==> config.mk <==
export PLATFORM = sky130hd
export DESIGN_NAME = gf2m_power_engine
export DESIGN_NICKNAME = d
export VERILOG_FILES = /design/src/rtl/gf2m_power_engine.sv
export SDC_FILE = /design/constraint.sdc
export NUM_CORES = 1
export LEC_CHECK = 0
export CORE_UTILIZATION = 39
export CTS_CLUSTER_DIAMETER = 60
export DETAILED_ROUTE_END_ITERATION = 6
export PLACE_DENSITY_LB_ADDON = 0.25
export SYNTH_ARGS = -nofsm -noshare
export SYNTH_HDL_FRONTEND = slang
export SYNTH_SLANG_ARGS = --single-unit
==> constraint.sdc <==
create_clock -name clk -period 3.1 [get_ports clk]
set_input_delay 0.62 -clock clk [delete_from_list [all_inputs] [get_ports clk]]
set_output_delay 0.62 -clock clk [all_outputs]
set_load 0.02 [all_outputs]
==> src/rtl/gf2m_power_engine.sv <==
// +--------------------------------------------------------------------------+
// | gf2m_power_engine: iterative y = x^e over GF(2^M), left-to-right          |
// | square-and-multiply in polynomial basis, valid/ready on both sides.      |
// | Rev 1.0                                                                  |
// +--------------------------------------------------------------------------+
`timescale 1ns/1ps
`default_nettype none

module gf2m_power_engine #(
    parameter int         M    = 6,
    parameter logic [M:0] POLY = 7'h43
) (
    input  logic         clk,
    input  logic         rst_n,
    input  logic         in_valid,
    output logic         in_ready,
    input  logic [M-1:0] x,
    input  logic [M-1:0] e,
    input  logic         inv,
    output logic         out_valid,
    input  logic         out_ready,
    output logic [M-1:0] y,
    output logic         busy
);

    localparam int         CW      = (M > 1) ? $clog2(M) : 1;
    localparam logic [M-1:0] ONE     = {{(M-1){1'b0}}, 1'b1};
    localparam logic [M-1:0] INV_EXP = {{(M-1){1'b1}}, 1'b0};
    localparam logic [CW-1:0] CNT_TOP = CW'(M - 1);

    typedef enum logic [1:0] {
        S_IDLE = 2'd0,
        S_RUN  = 2'd1,
        S_DONE = 2'd2
    } state_t;

    state_t        state_q, state_d;
    logic [M-1:0]  base_q, base_d;
    logic [M-1:0]  exp_q, exp_d;
    logic [M-1:0]  acc_q, acc_d;
    logic [CW-1:0] cnt_q, cnt_d;
    logic [M-1:0]  y_q, y_d;
    logic [M-1:0]  sq_w, step_w;

    // MSB-first interleaved multiply: reduction folded into every shift keeps r within M bits.
    function automatic logic [M-1:0] gf_mul(input logic [M-1:0] a, input logic [M-1:0] b);
        logic [M-1:0] r;
        r = '0;
        for (int i = M - 1; i >= 0; i--) begin
            r = {r[M-2:0], 1'b0} ^ (r[M-1] ? POLY[M-1:0] : '0);
            if (b[i]) begin
                r = r ^ a;
            end
        end
        return r;
    endfunction

    always_comb begin
        sq_w   = gf_mul(acc_q, acc_q);
        step_w = exp_q[cnt_q] ? gf_mul(sq_w, base_q) : sq_w;
    end

    always_comb begin
        state_d = state_q;
        base_d  = base_q;
        exp_d   = exp_q;
        acc_d   = acc_q;
        cnt_d   = cnt_q;
        y_d     = y_q;
        case (state_q)
            S_IDLE: begin
                if (in_valid) begin
                    base_d  = x;
                    exp_d   = inv ? INV_EXP : e;
                    acc_d   = ONE;
                    cnt_d   = CNT_TOP;
                    state_d = S_RUN;
                end
            end
            S_RUN: begin
                acc_d = step_w;
                if (cnt_q == '0) begin
                    y_d     = step_w;
                    state_d = S_DONE;
                end else begin
                    cnt_d = cnt_q - 1'b1;
                end
            end
            S_DONE: begin
                if (out_ready) begin
                    state_d = S_IDLE;
                end
            end
            default: state_d = S_IDLE;
        endcase
    end

    always_ff @(posedge clk or negedge rst_n) begin
        if (!rst_n) begin
            state_q <= S_IDLE;
            base_q  <= '0;
            exp_q   <= '0;
            acc_q   <= '0;
            cnt_q   <= '0;
            y_q     <= '0;
        end else begin
            state_q <= state_d;
            base_q  <= base_d;
            exp_q   <= exp_d;
            acc_q   <= acc_d;
            cnt_q   <= cnt_d;
            y_q     <= y_d;
        end
    end

    assign in_ready  = (state_q == S_IDLE);
    assign out_valid = (state_q == S_DONE);
    assign busy      = (state_q != S_IDLE);
    assign y         = y_q;

endmodule

`default_nettype wire

==> metrics.md, run 1 <==
| Metric | Value |
|---|---|
| CTS Buf Count | `5` |
| DP Wirelength | `just over 4 mm` |
| Share of cells above drive strength 1 | `between 10% and 20%` |
| CP required | `3.26 ns` |
| Synth warn | `0` |
| Fmax | `between 300 and 400 MHz` |
| Buffers & Inverters on Critical Path | `0` |
| Slew HR | `a little over half` |
| Most common cell after layout, fill and taps aside | `dfrtp_1` |
| Gr ovfl total | `0` |
| Longest Clk Path Bufs | `2` |
| Minimum clock period | `2.84 ns` |
| Iter 0 DRT Violations | `between 150 and 200` |
| Most frequent cells in the layout | `dfrtp_1, clkdlybuf4s50_1, nand2_1` |
| Port Buf Inserts | `25` |
| Synth Net Count | `294` |
| Antenna Cells | `0` |
| Critical Path AT | `3.00 ns` |
| Multi-input logic area | `1580 um^2` |
| Post-Route WL | `5.54 mm` |
| Post-Synthesis Cell Area | `around 2400 um^2` |
| CTS Hold Bufs | `0` |
| CP max FO | `6` |
| Clock slew at reported path FFs | `around 0.07 ns` |
| Final instance count without filler cells | `around 370` |
| CTS tree | `yes` |
| DRC | `0` |
| Delay-heaviest family, CP | `XOR/XNOR gates` |
| Top cell type by total area after synthesis | `dfrtp_1` |
| Postcts setup bufs | `0` |
| Die Width | `a little over 80 um` |
| Status | `finished clean` |
| Worst Max-Slew Pin Slew | `approximately 0.69 ns` |
| Initial antenna violation count | `0` |
| Critical path class | `flip-flop to flip-flop` |
| Unrepaired setup endpoints after global routing | `false` |
| WP depth | `8` |
| Final Slew Violations | `0` |
| WL/cell | `around 15 um` |
| Mapped Avg Cell Area | `8.90 um^2` |
| Total of flip-flops plus latches after synthesis | `29` |
| First-pass GRT wire length | `9.78 mm` |
| GPL Wtd Cong | `~0.86` |
| Crit path capture type | `flip-flop` |
| Synth unique cells | `61` |
| Hold Slack | `between 0.4 and 0.5 ns` |
| Starting Density | `between 40% and 50%` |
| DIE HEIGHT | `~81 um` |
| Crit-path max cell delay | `between 0.4 and 0.5 ns` |
| Final setup skew | `a little under 0.006 ns` |
| Placed Cells incl. Taps | `366` |
| Area Overhead vs Synth | `18.7%` |
| Length in cells of the worst reg-to-reg path | `8` |
| Top post-synthesis cells by area | `dfrtp_1, mux2_2, xnor2_1, nand2_1, nand2b_1` |
| Final ANT Viol Nets | `0` |
| Post-synthesis async set-or-reset flop share | `100%` |
| Clock latency at the later pin of the worst-skew pair | `0.28 ns` |
| CP Cell Sequence | `ha_1 > xnor2_4 > mux2i_4 > o21ai_1 > xnor2_2 > xnor3_1 > a311oi_1 > o21ai_1` |
| Resized Gates After CTS | `0` |
| Slowest cell on crit path | `xnor3_1` |
| Core Util, Final | `between 40% and 50%` |
| Sequential fraction of the synthesis area | `~30%` |
| Total of max-cap violations | `0` |
| Reg area | `between 700 and 800 um^2` |
| Vias per cell | `5.49` |
| Final setup fails | `0` |
| # fillers | `557` |
| Drt first pass iters | `4` |
| Die ar. | `between 6000 and 7000 um^2` |
| TNS Setup | `0 ns` |
| Most common cell on crit path | `o21ai_1` |
| Clk root buf | `clkbuf_8` |
| Main synth FF type | `dfrtp_1` |
| H-tree levels | `2` |
| Fin. Hold Viols | `0` |
| Hold path depth | `1` |
| Largest net degree at the start of global routing | `30` |
| Yosys top cell area share | `between 20% and 30%` |
| HP Class | `flip-flop to flip-flop` |
| Via count | `2054` |
| Mapped Cells | `~270` |
| Total track usage | `between 10% and 20%` |
| Vias in the first global route | `between 2000 and 2500` |
| Std cell rows | `28` |
| Core area | `5990 um^2` |
| Type of origin of the critical path | `flip-flop` |
| CTS sink cnt | `29` |
| # nets final | `between 300 and 400` |
| I/O Pins | `26` |
| Post-synth EDFFs | `0` |
| Tcrit/Tclk final | `about nine tenths` |
synthesized netlist by cell type (all sizes together), types with 2 or more instances:
library cell and instances:
a211o 2, a211oi 2, a21o 2, a21oi 13
a221oi 4, a22oi 6, a31oi 4, and2 3
and3b 2, buf 8, clkbuf 12, dfrtp 29
ha 3, inv 8, mux2 13, mux2i 8
nand2 23, nand2b 12, nand3 6, nand4 2
nor2 18, nor2b 5, nor3 6, nor3b 4
o211ai 3, o21a 5, o21ai 27, o21bai 2
or2 5, xnor2 13, xnor3 3, xor2 6
state kept, by name, summed over array words and instances (netlist names):
signal   cells
state_q      2
y            6
exp_q        6
cnt_q        3
acc_q        6
base_q       6
cell families after synthesis:
| family | share of synthesized area [%] |
|---|---|
| xor gates and xnor gates | 12.1 |
| buffers and inverters | 5.28 |
| DFF | 29.8 |
| muxes | 10.9 |
| adders and majority gates | 1.54 |
| AOI/OAI and AO/OA | 20.8 |
| and+or+nand+nor | 19.7 |
metal layers:
metal	track usage [%]	part of all wire, %	vias up
met4	6.79	1.9	0
li1	-	-	1025
met3	2.81	3.7	12
met5	0	0	-
met2	33.5	48	42
met1	25.5	46	975
final timing paths:
check	start	endpoint	slack, ns
min in group asynchronous	rst_n	base_q[3]	0.72
min reg2reg	y[3]	y[3]	0.49
max in group asynchronous	rst_n	y[4]	2.08
min	y[3]	y[3]	0.49
max reg2reg	acc_q[5]	y[2]	0.26
max	acc_q[5]	y[2]	0.26
through the flow:
step	worst slack, ns	area, um^2
detailed placement	0.289	2780
global placement	0.363	2780
finish	0.263	2890
global route	0.0154	2890
floorplan	0.316	2440
CTS	0.273	2890
area by class of cell:
class                      instances  area share, %
tap                               75           3.24
inverter                           9           1.17
sequential                        29           25.1
clock buffer                       7           2.98
clock inverter                     1           1.04
timing repair buffer              37           11.8
multi-input combinational        216           54.7
Power of run 1 is not shown: default switching activity piles up to over one toggle a cycle in this logic, so the estimate is an artifact.
==> inputs of run 2 (changes only) <==
--- a/config.mk
+++ b/config.mk
@@ -5,6 +5,8 @@
 export SDC_FILE = /design/constraint.sdc
 export NUM_CORES = 1
 export LEC_CHECK = 0
+export CAP_MARGIN = 10
+export CORE_MARGIN = 1
 export CORE_UTILIZATION = 39
 export CTS_CLUSTER_DIAMETER = 60
 export DETAILED_ROUTE_END_ITERATION = 6
==> results of run 2 <==
Final layout, timing and power as in run 1 (identical DEF).
Power of run 2 is left out for the same reason.
==> inputs of run 3 (changes only) <==
--- a/config.mk
+++ b/config.mk
@@ -10,7 +10,9 @@
 export CORE_UTILIZATION = 39
 export CTS_CLUSTER_DIAMETER = 60
 export DETAILED_ROUTE_END_ITERATION = 6
+export MAX_ROUTING_LAYER = met4
 export PLACE_DENSITY_LB_ADDON = 0.25
+export SLEW_MARGIN = 20
 export SYNTH_ARGS = -nofsm -noshare
 export SYNTH_HDL_FRONTEND = slang
 export SYNTH_SLANG_ARGS = --single-unit
==> run 3 against run 2 <==
Effect of this change:
- flip-flop and latch count stayed put
- first-iteration DRC count is 9.8% higher
- register-to-register slack hardly changed
- sequential share of layout area stayed put
- worst hold slack hardly changed
- non-clock buffer count stayed put
- global-route usage is 0.68 points higher
- utilization stayed put
- design area stayed put
==> metrics.md, run 3 (same netlist as run 1, synthesis figures left out) <==
| Metric | Value |
|---|---|
| Grt met3 use | `2.70% (-0.11 points)` |
| Hold Slack | `0.492 ns (-0.0000400 ns)` |
| Clk root buf | `clkbuf_8` |
| CP required | `3.26 ns (about the same)` |
| Die ar. | `6570 um^2 (unchanged)` |
| Met2 Track Usage GR | `33.4% (-0.084 points)` |
| Vias in the first global route | `2012 (-0.30%)` |
| Placed Cells incl. Taps | `366 (unchanged)` |
| Critical Path AT | `2.99 ns (about the same)` |
| CTS sink cnt | `29 (unchanged)` |
| DIE HEIGHT | `81.1 um (unchanged)` |
| Slew HR | `53.9% (+0.24 points)` |
| GPL Wtd Cong | `0.878 (+1.6%)` |
| H-tree levels | `2 (unchanged)` |
| Final setup fails | `0 (unchanged)` |
| # nets final | `318 (unchanged)` |
| Antenna Cells | `0 (unchanged)` |
| Initial antenna violation count | `0 (unchanged)` |
| Port Buf Inserts | `25 (unchanged)` |
| I/O Pins | `26 (unchanged)` |
| First-pass GRT wire length | `9.83 mm (+0.49%)` |
| Area Overhead vs Synth | `18.7% (unchanged)` |
| Most frequent cells in the layout | `dfrtp_1, clkdlybuf4s50_1, nand2_1` |
| Resized Gates After CTS | `0 (unchanged)` |
| # fillers | `557 (unchanged)` |
| Clock latency at the later pin of the worst-skew pair | `0.28 ns (about the same)` |
| Final setup skew | `0.00370 ns (-0.00219 ns)` |
| Fin. Hold Viols | `0 (unchanged)` |
| Vias per cell | `5.45 (-0.73%)` |
| Largest net degree at the start of global routing | `30 (unchanged)` |
| Final instance count without filler cells | `374 (unchanged)` |
| Starting Density | `40.7% (unchanged)` |
| WL/cell | `14.9 um (+0.47%)` |
| Total track usage | `20.4% (+0.68 points)` |
| CTS Hold Bufs | `0 (unchanged)` |
| Via count | `2039 (-0.73%)` |
| Longest Clk Path Bufs | `2 (unchanged)` |
| Total of max-cap violations | `0 (unchanged)` |
| Share of cells above drive strength 1 | `14.0% (unchanged)` |
| HP Class | `flip-flop to flip-flop` |
| Critical path class | `flip-flop to flip-flop` |
| Worst Max-Slew Pin Slew | `0.689 ns (-0.00352 ns)` |
| Final Slew Violations | `0 (unchanged)` |
| Design Area, Final | `2890 um^2 (unchanged)` |
| Met1 usage | `25.9% (+0.42 points)` |
| Die Width | `81.1 um (unchanged)` |
| Postcts setup bufs | `0 (unchanged)` |
| Fmax | `353 MHz (+0.11%)` |
| Post-Route WL | `5.56 mm (+0.47%)` |
| Final ANT Viol Nets | `0 (unchanged)` |
| Iter 0 DRT Violations | `168 (+9.8%)` |
| Most common cell after layout, fill and taps aside | `dfrtp_1` |
| Status | `finished clean` |
| Gr ovfl total | `0 (unchanged)` |
| CP max FO | `6 (unchanged)` |
| Std cell rows | `28 (unchanged)` |
| Dpl cell area | `2780 um^2 (unchanged)` |
| DRC | `0 (unchanged)` |
| Unrepaired setup endpoints after global routing | `false` |
| Core area | `5990 um^2 (unchanged)` |
| Busiest layer in global routing | `met2` |
| Drt first pass iters | `4 (unchanged)` |
| Crit path capture type | `flip-flop` |
| Minimum clock period | `2.83 ns (-0.00325 ns)` |
| CTS tree | `yes` |
| TNS Setup | `0 ns (unchanged)` |
| Clock slew at reported path FFs | `0.07 ns (about the same)` |
| DP Wirelength | `4.08 mm (unchanged)` |
| Type of origin of the critical path | `flip-flop` |
| CTS Buf Count | `5 (unchanged)` |
| Tcrit/Tclk final | `91.4% (-0.10 points)` |
[run 3: per-layer routing]
layer,up-vias,wire [um],share of wire [%]
li1,1023,-,-
met1,964,2600,47
met2,42,2660,48
met3,10,198,3.6
met4,0,104,1.9
met5,-,0,0
[run 3: final cells by class]
cell class / count / area, um^2 / share of cell area (%)
clock buffers: 7 / 86.3 / 2.98
multi-input cells: 216 / 1580 / 54.7
inverters: 9 / 33.8 / 1.17
clock inverters: 1 / 30.0 / 1.04
flip-flops and latches: 29 / 726 / 25.1
well taps: 75 / 93.8 / 3.24
repair buffers: 37 / 340 / 11.8
[run 3: worst max-delay path, cell delays in order, from the launching register on]
cell and delay, ns:
dfrtp_1 0.44, ha_1 0.37, xnor2_4 0.19, mux2i_4 0.33
o21ai_1 0.15, xnor2_2 0.28, xnor3_1 0.46, a311oi_1 0.39
o21ai_1 0.12
[run 3: stage by stage]
stage	utilization, %	worst slack (ns)
global route	48.3	0.0154
finish	48.3	0.266
global placement	46.4	0.363
floorplan	-	0.316
detailed placement	46.4	0.289
CTS	48.3	0.273
[run 3: worst paths after layout]
check                         start        end  slack [ns]  cells past startpoint
min reg2reg                    y[3]       y[3]        0.49                      1
min                            y[3]       y[3]        0.49                      1
max                        acc_q[5]       y[2]        0.27                      8
max reg2reg                acc_q[5]       y[2]        0.27                      8
min in group asynchronous     rst_n  base_q[3]        0.72                      2
max in group asynchronous     rst_n       y[4]        2.07                      2
Power of run 3 is left out for the same reason.
